$ cat src/rtl/data_wbuf.sv
// Posted-write buffer between a core data port and memory; writes drain in FIFO order.
// Optional build macro WBUF_READ_BYPASS_EN lets reads overtake buffered writes to other words.
module data_wbuf #(
    parameter int DEPTH = 4
) (
    input  logic        clk,
    input  logic        reset,
    input  logic        data_req,
    input  logic        data_cache,
    input  logic        data_wr,
    input  logic [3:0]  data_wstrb,
    input  logic [31:0] data_addr,
    input  logic [2:0]  data_size,
    input  logic [31:0] data_wdata,
    output logic        data_addr_ok,
    output logic        data_data_ok,
    output logic [31:0] data_rdata,
    output logic        mem_req,
    output logic        mem_cache,
    output logic        mem_wr,
    output logic [3:0]  mem_wstrb,
    output logic [31:0] mem_addr,
    output logic [2:0]  mem_size,
    output logic [31:0] mem_wdata,
    input  logic        mem_addr_ok,
    input  logic        mem_data_ok,
    input  logic [31:0] mem_rdata,
    output logic        wbuf_empty
);
    localparam int AW = $clog2(DEPTH);
    localparam logic [AW:0] FULL_CNT = (AW+1)'(DEPTH);

    typedef enum logic [2:0] { IDLE, WR_ADDR, WR_WAIT, RD_ADDR, RD_WAIT } state_e;

    state_e        state_q;
    logic          memReq_q;
    logic [AW:0]   rdPtr_q, rdPtr_d;
    logic [AW:0]   wrPtr_q, wrPtr_d;
    logic [AW:0]   count_q, count_d;
    logic          wrAck_q;
    logic          rdOut_q;
    logic [31:0]   rdAddr_q;
    logic [2:0]    rdSize_q;
    logic          rdCache_q;

    logic [31:0]   entAddr_q  [DEPTH];
    logic [31:0]   entData_q  [DEPTH];
    logic [3:0]    entStrb_q  [DEPTH];
    logic [2:0]    entSize_q  [DEPTH];
    logic          entCache_q [DEPTH];

    logic          push, pop, rdAccept, rdAllowed, orderOk, busyWrite, rdSel;
    logic [AW-1:0] headIdx, tailIdx;

    assign headIdx   = rdPtr_q[AW-1:0];
    assign tailIdx   = wrPtr_q[AW-1:0];
    assign busyWrite = (state_q == WR_ADDR) || (state_q == WR_WAIT);
    assign wbuf_empty = reset || ((count_q == '0) && !busyWrite);

`ifdef WBUF_READ_BYPASS_EN
    // A read may pass the buffer only if no live entry targets the same word.
    logic [AW-1:0]    offs [DEPTH];
    logic [DEPTH-1:0] hit;
    always_comb begin
        for (int i = 0; i < DEPTH; i++) begin
            offs[i] = AW'(i) - headIdx;
            hit[i]  = ({1'b0, offs[i]} < count_q) &&
                      (entAddr_q[i][31:2] == data_addr[31:2]);
        end
    end
    assign orderOk = ~|hit;
`else
    assign orderOk = wbuf_empty;
`endif

    assign rdAllowed    = (state_q == IDLE) && !rdOut_q && orderOk;
    assign data_addr_ok = !reset && (data_wr ? (count_q < FULL_CNT) : rdAllowed);
    assign push         = data_req && data_wr && data_addr_ok;
    assign rdAccept     = data_req && !data_wr && data_addr_ok;
    assign pop          = (state_q == WR_WAIT) && mem_data_ok;

    assign data_data_ok = !reset && (wrAck_q || ((state_q == RD_WAIT) && mem_data_ok));
    assign data_rdata   = mem_rdata;

    assign rdSel     = (state_q == RD_ADDR);
    assign mem_req   = memReq_q && !reset;
    assign mem_wr    = !rdSel;
    assign mem_addr  = rdSel ? rdAddr_q  : entAddr_q[headIdx];
    assign mem_size  = rdSel ? rdSize_q  : entSize_q[headIdx];
    assign mem_cache = rdSel ? rdCache_q : entCache_q[headIdx];
    assign mem_wstrb = rdSel ? 4'h0      : entStrb_q[headIdx];
    assign mem_wdata = rdSel ? 32'h0     : entData_q[headIdx];

    always_comb begin
        wrPtr_d = wrPtr_q;
        rdPtr_d = rdPtr_q;
        count_d = count_q;
        if (push) wrPtr_d = wrPtr_q + 1'b1;
        if (pop)  rdPtr_d = rdPtr_q + 1'b1;
        case ({push, pop})
            2'b10:   count_d = count_q + 1'b1;
            2'b01:   count_d = count_q - 1'b1;
            default: count_d = count_q;
        endcase
    end

    always_ff @(posedge clk) begin
        if (reset) begin
            rdPtr_q <= '0;
            wrPtr_q <= '0;
            count_q <= '0;
            wrAck_q <= 1'b0;
            rdOut_q <= 1'b0;
        end else begin
            rdPtr_q <= rdPtr_d;
            wrPtr_q <= wrPtr_d;
            count_q <= count_d;
            wrAck_q <= push;
            if (rdAccept)
                rdOut_q <= 1'b1;
            else if ((state_q == RD_WAIT) && mem_data_ok)
                rdOut_q <= 1'b0;
        end
    end

    // Payload storage carries no reset; liveness is tracked by the pointers alone.
    always_ff @(posedge clk) begin
        if (push) begin
            entAddr_q[tailIdx]  <= data_addr;
            entData_q[tailIdx]  <= data_wdata;
            entStrb_q[tailIdx]  <= data_wstrb;
            entSize_q[tailIdx]  <= data_size;
            entCache_q[tailIdx] <= data_cache;
        end
        if (rdAccept) begin
            rdAddr_q  <= data_addr;
            rdSize_q  <= data_size;
            rdCache_q <= data_cache;
        end
    end

    always_ff @(posedge clk) begin
        if (reset) begin
            state_q  <= IDLE;
            memReq_q <= 1'b0;
        end else begin
            case (state_q)
                IDLE: begin
                    if (rdAccept) begin
                        state_q  <= RD_ADDR;
                        memReq_q <= 1'b1;
                    end else if (count_q != '0) begin
                        state_q  <= WR_ADDR;
                        memReq_q <= 1'b1;
                    end
                end
                WR_ADDR: if (mem_addr_ok) begin
                    state_q  <= WR_WAIT;
                    memReq_q <= 1'b0;
                end
                WR_WAIT: if (mem_data_ok) state_q <= IDLE;
                RD_ADDR: if (mem_addr_ok) begin
                    state_q  <= RD_WAIT;
                    memReq_q <= 1'b0;
                end
                RD_WAIT: if (mem_data_ok) state_q <= IDLE;
                default: begin
                    state_q  <= IDLE;
                    memReq_q <= 1'b0;
                end
            endcase
        end
    end
endmodule

$ cat config.mk
export PLATFORM = sky130hd
export DESIGN_NAME = data_wbuf
export DESIGN_NICKNAME = d
export VERILOG_FILES = /design/src/rtl/data_wbuf.sv
export SDC_FILE = /design/constraint.sdc
export NUM_CORES = 1
export LEC_CHECK = 0
export BUFFER_PORTS_ARGS = -buffer_cell sky130_fd_sc_hd__buf_4
export CORE_ASPECT_RATIO = 0.75
export CORE_UTILIZATION = 50
export DETAILED_ROUTE_END_ITERATION = 8
export PLACE_DENSITY = 0.72
export RECOVER_POWER = 25
export SYNTH_ARGS = -nofsm -noshare
export SYNTH_HDL_FRONTEND = slang
export SYNTH_SLANG_ARGS = --single-unit
$ cat constraint.sdc
create_clock -name clk -period 3.5 [get_ports clk]
set_clock_uncertainty 0.1 [all_clocks]
set_input_delay 0.175 -clock clk [delete_from_list [all_inputs] [get_ports clk]]
set_output_delay 0.175 -clock clk [all_outputs]
set_load 0.005 [all_outputs]
==> reports/metrics.yaml <==
outcome:
  status: "complete, no violations"
power:
  leakagePower_nw: 5.54
  vdd_ir_drop_max_mv: 0.416
  p_per_area_nw_per_um2: 585
  p_total_w: 0.00958
synthesis:
  synth_edf_count: 324
  synth_seq_cells: 339
  synth_warnings: 0
  synth_nets: 735
  synth_ff_type: "edfxtp_1"
  syn_area_per_cell_um2: 21.6
  yosysSeqAreaShare_pct: 75.1
  async_reset_ff_share_pct: 0
  synth_cell_types: 39
  synth_cells: 619
  syn_area_um2: 13400
global_route:
  grt_first_pass_wirelength_mm: 40.1
  track_usage_pct: 19.4
  antenna_found_initial: 1
  grt_max_degree: 45
  grt_pass1_vias: 7177
  grt.overflow.total: 0
timing:
  rsz0062_at_grt: "no"
  setup_tns_ps: 0
  layout_min_cycle_time_ps: 2870
  fmax_mhz: 348
  holdWs_ps: 250
  setup_viol_count_final: 0
  finalHoldViolCount: 0
  relSlewSlack_pct: 53.4
  fin_crit_sh_pct: 82.0
  worstMarginPinSlew_ps: 699
  slew_violations: 0
critical_path:
  critPathKind: "reg -> out"
  worstPathMaxFanout: 29
  cp-end-kind: "output port"
  start_kind: "register"
  crit_arrival_ps: 2590
  critPathRequiredTime_ps: 3220
route:
  post_drt_wl_per_cell_um: 21.4
  finalWirelength_mm: 25.8
  vias: 6559
  drtPass1Iterations: 4
  postRouteAntennaNets: 0
  drtIter0Drc: 449
  viasPerCell: 5.44
  drc: 0
place:
  numPortBuffers: 154
  hpwlAfterDp_mm: 15.0
  placed_cell_area_um2: 14700
  gp_congestion: 0.790
clocking:
  clock_latency_ps: 540
  clkSinkCount: 339
  cts_buffers: 31
  clock_path_buffers: 3
  cts-htree-levels: 1
  cts_root_buf: "clkbuf_16"
  cts_tree: "built"
  clk_pin_slew_ps: 60
run:
  maxCapViolations: 0
finish:
  design_area_um2: 16400
  nNetsFinal: 952
  fin_util_pct: 62.8
  drive_above_1_share_pct: 33.5
  area_growth_pct: 22.8
floorplan:
  core-area_um2: 26100
  placement_rows: 51
  die_w_um: 191
  die_y_um: 144
  ios: 219
  die_area_um2: 27400
  initial_core_util_pct: 51.2
min_path:
  min_path_type: "in -> out"
==> where the power goes <==
group / total [W] / switching [W] / internal, W
Combinational: 0.00137 / 0.000551 / 0.000820
Sequential: 0.00467 / 0.000108 / 0.00456
Clock: 0.00354 / 0.00141 / 0.00214
==> layer usage <==
layer / wire, um / share of wire, % / GRT usage (%)
met1: 10600 / 41 / 25.9
met3: 1900 / 7.4 / 4.42
met4: 652 / 2.5 / 5.52
met5: 0 / 0 / 0
met2: 12600 / 49 / 32.1
==> worst paths after layout <==
kind | start | endpoint | slack (ps) | depth (start not counted)
max | register | mem_addr[4] | 630 | 4
min | mem_rdata[22] | data_rdata[22] | 250 | 0
max reg2reg | count_q[2]$_SDFFE_PP0P_ | rdSize_q[0]$_DFFE_PP_ | 1050 | 4
min reg2reg | memReq_q$_SDFFE_PP0P_ | memReq_q$_SDFFE_PP0P_ | 420 | 2
==> area by class of cell <==
type,count,area (um2)
Fill cell,1788,9710
Clock inverter,22,287
Inverter,9,33.8
Timing Repair Buffer,245,1960
Sequential cell,339,10000
Antenna cell,1,2.50
Clock buffer,35,791
Tap cell,344,430
Multi-Input combinational cell,210,2850
==> cell usage after synthesis, drive strengths merged, types with 5 or more instances <==
master	number	area, um2
a21oi	7	35.0
mux4	72	1620
inv	9	33.8
ha	5	62.6
buf	54	428
and2	40	250
mux2	36	533
o21ai	5	25.0
edfxtp	324	9730
nor2	14	55.1
dfxtp	15	300
clkbuf	7	27.5
==> flip-flops by register name, indices dropped and copies added, names as in the netlist, named ones only <==
| signal | flops |
|---|---|
| entAddr_q | 128 |
| entData_q | 128 |
| rdAddr_q | 32 |
| entStrb_q | 16 |
| entSize_q | 12 |
| entCache_q | 4 |
| count_q | 3 |
| rdSize_q | 3 |
| state_q | 3 |
| rdPtr_q | 2 |
| wrPtr_q | 2 |
| memReq_q | 1 |
| rdCache_q | 1 |
| rdOut_q | 1 |
| wrAck_q | 1 |
==> metrics by stage <==
stage          std cells  setup slack, ps
2_1_floorplan        619              446
3_3_place_gp        1067             1130
3_5_place_dp        1067             1090
4_1_cts             1204              540
5_1_grt             1205              466
6_report            1205              630
==> layout by cell type (no fill, tap or decap), types with 2 or more instances in the layout <==
| master | netlist | layout |
|---|---|---|
| or3b_1 | 2 | 2 |
| bufinv_16 | 0 | 7 |
| dfxtp_4 | 0 | 2 |
| and2_1 | 40 | 36 |
| mux4_2 | 72 | 72 |
| xor2_1 | 3 | 3 |
| nand2_1 | 2 | 2 |
| xnor2_1 | 3 | 3 |
| a21oi_1 | 7 | 7 |
| dlygate4sd3_1 | 0 | 80 |
| and2_4 | 0 | 4 |
| inv_6 | 0 | 2 |
| nor3_1 | 2 | 2 |
| o31ai_1 | 2 | 2 |
| inv_1 | 9 | 9 |
| mux2_4 | 34 | 34 |
| clkbuf_1 | 6 | 45 |
| clkinv_2 | 0 | 5 |
| nor2b_1 | 2 | 2 |
| buf_12 | 4 | 6 |
| o21ai_0 | 5 | 5 |
| edfxtp_1 | 324 | 324 |
| nor2_1 | 13 | 12 |
| clkbuf_16 | 0 | 31 |
| mux2_2 | 2 | 2 |
| dfxtp_1 | 15 | 13 |
| clkinv_1 | 0 | 7 |
| buf_4 | 39 | 118 |
| nand2b_1 | 3 | 3 |
| ha_1 | 5 | 5 |
==> what timing repair did <==
item	in CTS	in global routing
resized for setup	0	0
setup buffers	0	0
hold buffers	80	0
endpoints found under the setup margin	0	0
hold endpoints to repair	339	0
==> worst max-delay path: stages, from the launching register on <==
cell     delay (ps)
dfxtp_4         750
buf_4           340
mux4_2          540
mux2_4          270
buf_4           130
==> cells by family after synthesis <==
logic type / after synthesis / synth area share [%]
compound gates: 18 / 0.843
xor+xnor: 6 / 0.394
fa+ha+maj: 6 / 0.619
buf+inv: 70 / 3.66
flops: 339 / 75.1
mux: 109 / 16.2
simple gates: 71 / 3.14
No activity file was read; power rests on OpenSTA's default activity.
